===== src/rtl/z80fi_insn_capture_pkg.sv =====
// Shared z80fi encodings, capacities and record helper types for the
// instruction capture block and its M-cycle logger.
package z80fi_insn_capture_pkg;

  localparam logic [2:0] CYCLE_NONE   = 3'd0;
  localparam logic [2:0] CYCLE_M1     = 3'd1;
  localparam logic [2:0] CYCLE_MEM_RD = 3'd2;
  localparam logic [2:0] CYCLE_MEM_WR = 3'd3;
  localparam logic [2:0] CYCLE_IO_RD  = 3'd4;
  localparam logic [2:0] CYCLE_IO_WR  = 3'd5;
  localparam logic [2:0] CYCLE_INTA   = 3'd6;

  localparam int Z80FI_MAX_BYTES = 4;
  localparam int Z80FI_MAX_MCYC  = 6;

  typedef enum logic {
    ST_IDLE,
    ST_RUN
  } cap_state_t;

  // First two accesses of one direction plus a saturating access count.
  typedef struct packed {
    logic [15:0] addr;
    logic [7:0]  data;
    logic [15:0] addr2;
    logic [7:0]  data2;
    logic [1:0]  count;
  } bus_log_t;

endpackage


===== src/rtl/z80fi_mcycle_log.sv =====
// Per-instruction M-cycle log: slot index, per-slot cycle type and
// saturating T-state count, with overflow once all slots are used.
module z80fi_mcycle_log
  import z80fi_insn_capture_pkg::*;
#(
  parameter int MAX_MCYC = Z80FI_MAX_MCYC
) (
  input  logic                  clk,
  input  logic                  reset,
  input  logic                  open,
  input  logic                  active,
  input  logic                  mcycle_start,
  input  logic [2:0]            mcycle_type,
  input  logic                  tstate,
  output logic [MAX_MCYC*3-1:0] slot_type,
  output logic [MAX_MCYC*4-1:0] slot_tcycles,
  output logic                  overflow
);

  localparam int TCW   = MAX_MCYC * 4;
  localparam int IDX_W = (MAX_MCYC > 1) ? $clog2(MAX_MCYC) : 1;
  localparam logic [IDX_W-1:0] LAST = IDX_W'(MAX_MCYC - 1);

  logic [IDX_W-1:0] cur;
  logic             drop;

  function automatic logic [3:0] sat_inc4(input logic [3:0] v);
    return (v == 4'hF) ? v : v + 4'd1;
  endfunction

  always_ff @(posedge clk) begin
    if (reset) begin
      slot_type    <= {MAX_MCYC{CYCLE_NONE}};
      slot_tcycles <= '0;
      cur          <= '0;
      drop         <= 1'b0;
      overflow     <= 1'b0;
    end else if (open) begin
      // A new instruction always lands in slot 0, even without mcycle_start.
      slot_type      <= {MAX_MCYC{CYCLE_NONE}};
      slot_type[2:0] <= mcycle_start ? mcycle_type : CYCLE_M1;
      slot_tcycles   <= TCW'(tstate);
      cur            <= '0;
      drop           <= 1'b0;
      overflow       <= 1'b0;
    end else if (active) begin
      if (mcycle_start) begin
        if (drop || cur == LAST) begin
          // Excess M-cycles and their T-states are discarded.
          drop     <= 1'b1;
          overflow <= 1'b1;
        end else begin
          cur                                  <= cur + 1'b1;
          slot_type[3*(int'(cur)+1) +: 3]      <= mcycle_type;
          slot_tcycles[4*(int'(cur)+1) +: 4]   <= tstate ? 4'd1 : 4'd0;
        end
      end else if (tstate && !drop) begin
        slot_tcycles[4*int'(cur) +: 4] <= sat_inc4(slot_tcycles[4*int'(cur) +: 4]);
      end
    end
  end

endmodule


===== src/rtl/z80fi_insn_capture.sv =====
// Assembles one z80fi record per retired instruction from per-T-state core
// events; the record is published with a one-cycle z80fi_valid pulse.
module z80fi_insn_capture
  import z80fi_insn_capture_pkg::*;
#(
  parameter int REGS_W    = 208,
  parameter int MAX_BYTES = Z80FI_MAX_BYTES,
  parameter int MAX_MCYC  = Z80FI_MAX_MCYC
) (
  input  logic                   clk,
  input  logic                   reset,
  input  logic                   cpu_insn_start,
  input  logic [REGS_W-1:0]      cpu_regs,
  input  logic                   cpu_mcycle_start,
  input  logic [2:0]             cpu_mcycle_type,
  input  logic                   cpu_tstate,
  input  logic                   cpu_fetch,
  input  logic [7:0]             cpu_fetch_data,
  input  logic                   cpu_mem_wr,
  input  logic                   cpu_mem_rd,
  input  logic [15:0]            cpu_mem_addr,
  input  logic [7:0]             cpu_mem_data,
  output logic                   z80fi_valid,
  output logic [8*MAX_BYTES-1:0] z80fi_insn,
  output logic [2:0]             z80fi_insn_len,
  output logic [REGS_W-1:0]      z80fi_regs_in,
  output logic [REGS_W-1:0]      z80fi_regs_out,
  output logic [MAX_MCYC*3-1:0]  z80fi_mcycle_type,
  output logic [MAX_MCYC*4-1:0]  z80fi_tcycles,
  output logic [15:0]            z80fi_waddr,
  output logic [15:0]            z80fi_waddr2,
  output logic [7:0]             z80fi_wdata,
  output logic [7:0]             z80fi_wdata2,
  output logic [15:0]            z80fi_raddr,
  output logic [15:0]            z80fi_raddr2,
  output logic [7:0]             z80fi_rdata,
  output logic [7:0]             z80fi_rdata2,
  output logic [1:0]             z80fi_wr_count,
  output logic [1:0]             z80fi_rd_count,
  output logic                   z80fi_overflow
);

  localparam int INSN_W = 8 * MAX_BYTES;
  localparam logic [2:0] LEN_MAX = 3'(MAX_BYTES);

  cap_state_t              state;
  logic                    run;
  logic [REGS_W-1:0]       regs_acc;
  logic [INSN_W-1:0]       insn_acc;
  logic [2:0]              len_acc;
  bus_log_t                wr_acc;
  bus_log_t                rd_acc;
  logic                    ovf_acc;
  logic [MAX_MCYC*3-1:0]   log_types;
  logic [MAX_MCYC*4-1:0]   log_tcycles;
  logic                    log_ovf;

  assign run = (state == ST_RUN);

  // Keeps the first two accesses; the count saturates at 3.
  function automatic bus_log_t log_access(input bus_log_t l, input logic [15:0] a,
                                          input logic [7:0] d);
    bus_log_t r;
    r = l;
    if (l.count == 2'd0) begin
      r.addr = a;
      r.data = d;
    end else if (l.count == 2'd1) begin
      r.addr2 = a;
      r.data2 = d;
    end
    if (l.count != 2'd3) r.count = l.count + 2'd1;
    return r;
  endfunction

  z80fi_mcycle_log #(
    .MAX_MCYC(MAX_MCYC)
  ) u_mcycle_log (
    .clk         (clk),
    .reset       (reset),
    .open        (cpu_insn_start),
    .active      (run),
    .mcycle_start(cpu_mcycle_start),
    .mcycle_type (cpu_mcycle_type),
    .tstate      (cpu_tstate),
    .slot_type   (log_types),
    .slot_tcycles(log_tcycles),
    .overflow    (log_ovf)
  );

  always_ff @(posedge clk) begin
    if (reset) begin
      state             <= ST_IDLE;
      regs_acc          <= '0;
      insn_acc          <= '0;
      len_acc           <= '0;
      wr_acc            <= '0;
      rd_acc            <= '0;
      ovf_acc           <= 1'b0;
      z80fi_valid       <= 1'b0;
      z80fi_insn        <= '0;
      z80fi_insn_len    <= '0;
      z80fi_regs_in     <= '0;
      z80fi_regs_out    <= '0;
      z80fi_mcycle_type <= {MAX_MCYC{CYCLE_NONE}};
      z80fi_tcycles     <= '0;
      z80fi_waddr       <= '0;
      z80fi_waddr2      <= '0;
      z80fi_wdata       <= '0;
      z80fi_wdata2      <= '0;
      z80fi_raddr       <= '0;
      z80fi_raddr2      <= '0;
      z80fi_rdata       <= '0;
      z80fi_rdata2      <= '0;
      z80fi_wr_count    <= '0;
      z80fi_rd_count    <= '0;
      z80fi_overflow    <= 1'b0;
    end else begin
      z80fi_valid <= 1'b0;
      if (cpu_insn_start) begin
        // Close the open record, then reopen with this cycle's events.
        if (state == ST_RUN) begin
          z80fi_valid       <= 1'b1;
          z80fi_insn        <= insn_acc;
          z80fi_insn_len    <= len_acc;
          z80fi_regs_in     <= regs_acc;
          z80fi_regs_out    <= cpu_regs;
          z80fi_mcycle_type <= log_types;
          z80fi_tcycles     <= log_tcycles;
          z80fi_waddr       <= wr_acc.addr;
          z80fi_wdata       <= wr_acc.data;
          z80fi_waddr2      <= wr_acc.addr2;
          z80fi_wdata2      <= wr_acc.data2;
          z80fi_wr_count    <= wr_acc.count;
          z80fi_raddr       <= rd_acc.addr;
          z80fi_rdata       <= rd_acc.data;
          z80fi_raddr2      <= rd_acc.addr2;
          z80fi_rdata2      <= rd_acc.data2;
          z80fi_rd_count    <= rd_acc.count;
          z80fi_overflow    <= ovf_acc | log_ovf;
        end
        state    <= ST_RUN;
        regs_acc <= cpu_regs;
        insn_acc <= cpu_fetch ? INSN_W'(cpu_fetch_data) : '0;
        len_acc  <= cpu_fetch ? 3'd1 : 3'd0;
        wr_acc   <= cpu_mem_wr ? log_access('0, cpu_mem_addr, cpu_mem_data) : '0;
        rd_acc   <= cpu_mem_rd ? log_access('0, cpu_mem_addr, cpu_mem_data) : '0;
        ovf_acc  <= 1'b0;
      end else if (state == ST_RUN) begin
        if (cpu_fetch) begin
          if (len_acc < LEN_MAX) begin
            insn_acc[8*int'(len_acc) +: 8] <= cpu_fetch_data;
            len_acc                        <= len_acc + 3'd1;
          end else begin
            ovf_acc <= 1'b1;
          end
        end
        if (cpu_mem_wr) begin
          wr_acc <= log_access(wr_acc, cpu_mem_addr, cpu_mem_data);
          if (wr_acc.count >= 2'd2) ovf_acc <= 1'b1;
        end
        if (cpu_mem_rd) begin
          rd_acc <= log_access(rd_acc, cpu_mem_addr, cpu_mem_data);
          if (rd_acc.count >= 2'd2) ovf_acc <= 1'b1;
        end
      end
    end
  end

endmodule

===== config.mk =====
export PLATFORM = sky130hd
export DESIGN_NAME = z80fi_insn_capture
export DESIGN_NICKNAME = d
export VERILOG_FILES = /design/src/rtl/z80fi_insn_capture_pkg.sv /design/src/rtl/z80fi_mcycle_log.sv /design/src/rtl/z80fi_insn_capture.sv
export SDC_FILE = /design/constraint.sdc
export NUM_CORES = 2
export LEC_CHECK = 0
export ABC_AREA = 1
export ABC_CLOCK_PERIOD_IN_PS = 4000
export BUFFER_PORTS_ARGS = -buffer_cell sky130_fd_sc_hd__buf_2
export CAP_MARGIN = 10
export CORE_MARGIN = 1.5
export CORE_UTILIZATION = 30
export CTS_CLUSTER_SIZE = 25
export DETAILED_ROUTE_END_ITERATION = 16
export PLACE_DENSITY_LB_ADDON = 0.25
export SYNTH_ARGS = -nofsm -noshare
export SYNTH_HDL_FRONTEND = slang
export SYNTH_SLANG_ARGS = --single-unit

===== constraint.sdc =====
create_clock -name clk -period 4 [get_ports clk]
set_input_delay 1.2 -clock clk [delete_from_list [all_inputs] [get_ports clk]]
set_output_delay 1.2 -clock clk [all_outputs]
set_load 0.03 [all_outputs]

==> results.md <==
* Core ar. at 0.117 mm^2
* Worst r2r src: u_mcycle_log.cur[0]
* H-tree depth at 3
* Area leader, netlist: dfxtp_1
* Post-Syn Area at 0.0354 mm^2
* Rows at 125
* Share of the synthesized area in the top cell type at 0.557
* Fin worst setup slack at 0.371 ns
* Synth top area cells: dfxtp_1, o21ai_0, nor2_1, a21oi_1, nand2_1
* Sequential Area at 0.0197 mm^2
* Post-route ant nets at 0
* EDFF count, synth at 0
* Clock buffer depth at 3
* Wirelength per Cell at 18.6 um
* Io pins at around 850
* Largest net degree at the start of global routing at 141
* Vias in the first global route at 30100
* CTS root buf: clkbuf_16
* R2R Path End: u_mcycle_log.slot_type[4]
* Vias/cell at 4.72
* Die area at 0.120 mm^2
* Vias at 32000
* Unrepaired setup endpoints after global routing: false
* Max-capacitance violation count at 0
* Crit. End Element: flip-flop
* P_leak at 20.1 nW
* TNS Setup at 0 ns
* Hold Startpoint: regs_acc[14]
* Unique masters post-synth at 46
* Final worst path period share at 0.907
* Number of buffers created by CTS at ~110
* Clk_skew at 0.0328 ns
* Drt drc at 0
* Crit-path max FO at 13
* Area taken by multi-input logic gates at 0.0130 mm^2
* YS warnings at 0
* Power density cells at 543 mW/mm^2
* R2R cell count at 14
* Register area share after synthesis at 0.557
* Share of cells above drive strength 1 at 0.218
* Most frequent cells after synthesis: dfxtp_1, o21ai_0, nor2_1
* Worst slew pin tran at 1.21 ns
* Final Max Tran Viols at 0
* Fillers at 12200
* Layout area overhead at 26.4%
* Initial DRC count at 2166
* Slew margin rel. at 0.194
* Height of the chip at 347 um
* Nets at approximately 5400
* Final setup fails at 0
* RePlAce Congestion at 0.872
* Clock slew seen by the registers of the worst setup and hold paths at 0.06 ns
* FF-to-FF setup slack at 0.37 ns
* Critical Path Start: u_mcycle_log.cur[0]
* CTS tree: yes
* First-pass iteration count of the detailed router at 5
* Gr ovfl total at 0
* Startpoint Class: flip-flop
* Pre-CTS setup slack at 0.314 ns
* CTS Sinks at 986
* Die X at 347 um
* Post-synth ARST share at 0
* GRT Util Overall at 0.200
* Mean Syn Cell Area at 7.97 um^2
* Worst skew pair latency at 0.68 ns
* First-pass GRT wire length at 188000 um
* Top FF cell, synth: dfxtp_1
* Starting Density at 0.304
* Hold path cells at 2
* Peak Freq at 0.276 GHz
* Data arrival, critical path at around 4.2 ns
* Hpwl dp at 89200 um
* Initial antenna violation count at 14
* Worst vdd ir at 0.337 mV
* Hold_buf cts at 0
* Number of buffers added on ports at 845
* Hold Fails Final Rpt at 0
* Minimum clock period at around 3.6 ns
* Critical path class: reg -> reg
* Syn Nets at 4730
* Hold Path End: z80fi_regs_in[14]
* Worst Path Required at 4.54 ns
* Status: finished, final reports clean
* Flop and latch count out of synthesis at ~1000
* Routed WL at 126000 um
* Most frequent cell after synthesis: dfxtp_1
* Post-Synthesis Cells at 4444
* Hold Path Class: reg -> reg
==> cells in the final DEF, fill, tap and decap left out, types with 26 or more instances in the layout <==
cell,Yosys,layout
o21ai_0,914,914
clkbuf_8,0,26
nand3_1,78,78
a21oi_1,460,460
nand2_1,431,429
clkbuf_16,0,107
inv_1,365,363
buf_4,2,50
dfxtp_1,986,986
buf_2,43,845
o22ai_1,35,35
nor2_1,721,719
ha_1,34,34
==> power by group <==
part / internal (mW) / total (mW) / switching [mW]
Sequential: 10.5 / 10.8 / 0.317
Combinational: 0.880 / 3.29 / 2.41
Clock: 6.06 / 10.3 / 4.21
==> routing by layer <==
layer | vias up | track usage | part of all wire
li1 | 15900 | - | -
met1 | 15000 | 0.252 | 0.43
met2 | 822 | 0.332 | 0.47
met3 | 198 | 0.0489 | 0.065
met4 | 16 | 0.0707 | 0.030
met5 | - | 0 | 0.00087
==> area by class of cell <==
| cell class | count | area share |
|---|---|---|
| flip-flops and latches | 986 | 0.441 |
| multi-input cells | 2767 | 0.291 |
| repair buffers | 913 | 0.111 |
| clock buffers | 152 | 0.0694 |
| well taps | 1524 | 0.0426 |
| inverters | 378 | 0.0322 |
| clock inverters | 43 | 0.0129 |
| diodes | 5 | 0.000279 |
==> kinds of logic after synthesis <==
group                      synth area share
and+or+nand+nor                       0.148
xor gates and xnor gates            0.00124
buffers and inverters                0.0759
DFF                                   0.557
adders and majority gates            0.0126
AOI/OAI and AO/OA                     0.205
==> worst max path at each step <==
stage | endpoint | cells after the start
after global routing | u_mcycle_log.slot_type[2] | 17
after global placement | u_mcycle_log.slot_type[4] | 14
after floorplan | u_mcycle_log.slot_type[2] | 21
after CTS | u_mcycle_log.slot_type[4] | 14
after detailed placement | u_mcycle_log.slot_type[4] | 14
final | u_mcycle_log.slot_type[4] | 14
==> state kept, by name, indices dropped and copies added, names as in the netlist, 24 cells and up <==
register / cells
z80fi_insn: 32
regs_acc: 208
z80fi_regs_in: 208
insn_acc: 32
rd_acc: 50
z80fi_regs_out: 208
wr_acc: 50
z80fi_tcycles: 24
u_mcycle_log.slot_tcycles: 24
==> worst max-delay path, cell delays in order (launching register included) <==
cell	delay, ns
dfxtp_1	0.35
ha_1	0.30
xnor2_2	0.28
inv_1	0.12
ha_1	0.36
fa_1	0.57
inv_1	0.06
nand4_1	0.11
nor2_1	0.08
ha_1	0.37
nand3_2	0.32
inv_1	0.23
nand4_1	0.13
a21oi_1	0.16
nor2_1	0.05
==> what timing repair did <==
action                     4_1_cts  5_1_grt
buffers inserted                 0        0
setup endpoints to repair        0        2
gates resized for setup          0        1
==> stage by stage <==
stage / util / cells / power [mW] / cell area, um^2 / hold WS [ns]
after CTS: 0.384 / 6763 / 24.6 / 44800 / 0.437
after global placement: 0.352 / 6568 / 14.3 / 41100 / 0.432
final: 0.384 / 6768 / 24.3 / 44800 / 0.442
after global routing: 0.384 / 6766 / 25.4 / 44800 / 0.464
after detailed placement: 0.352 / 6568 / 14.3 / 41100 / 0.439
after floorplan: - / 4444 / 13.0 / 35400 / 0.423
(Power assumes the default switching activity.)
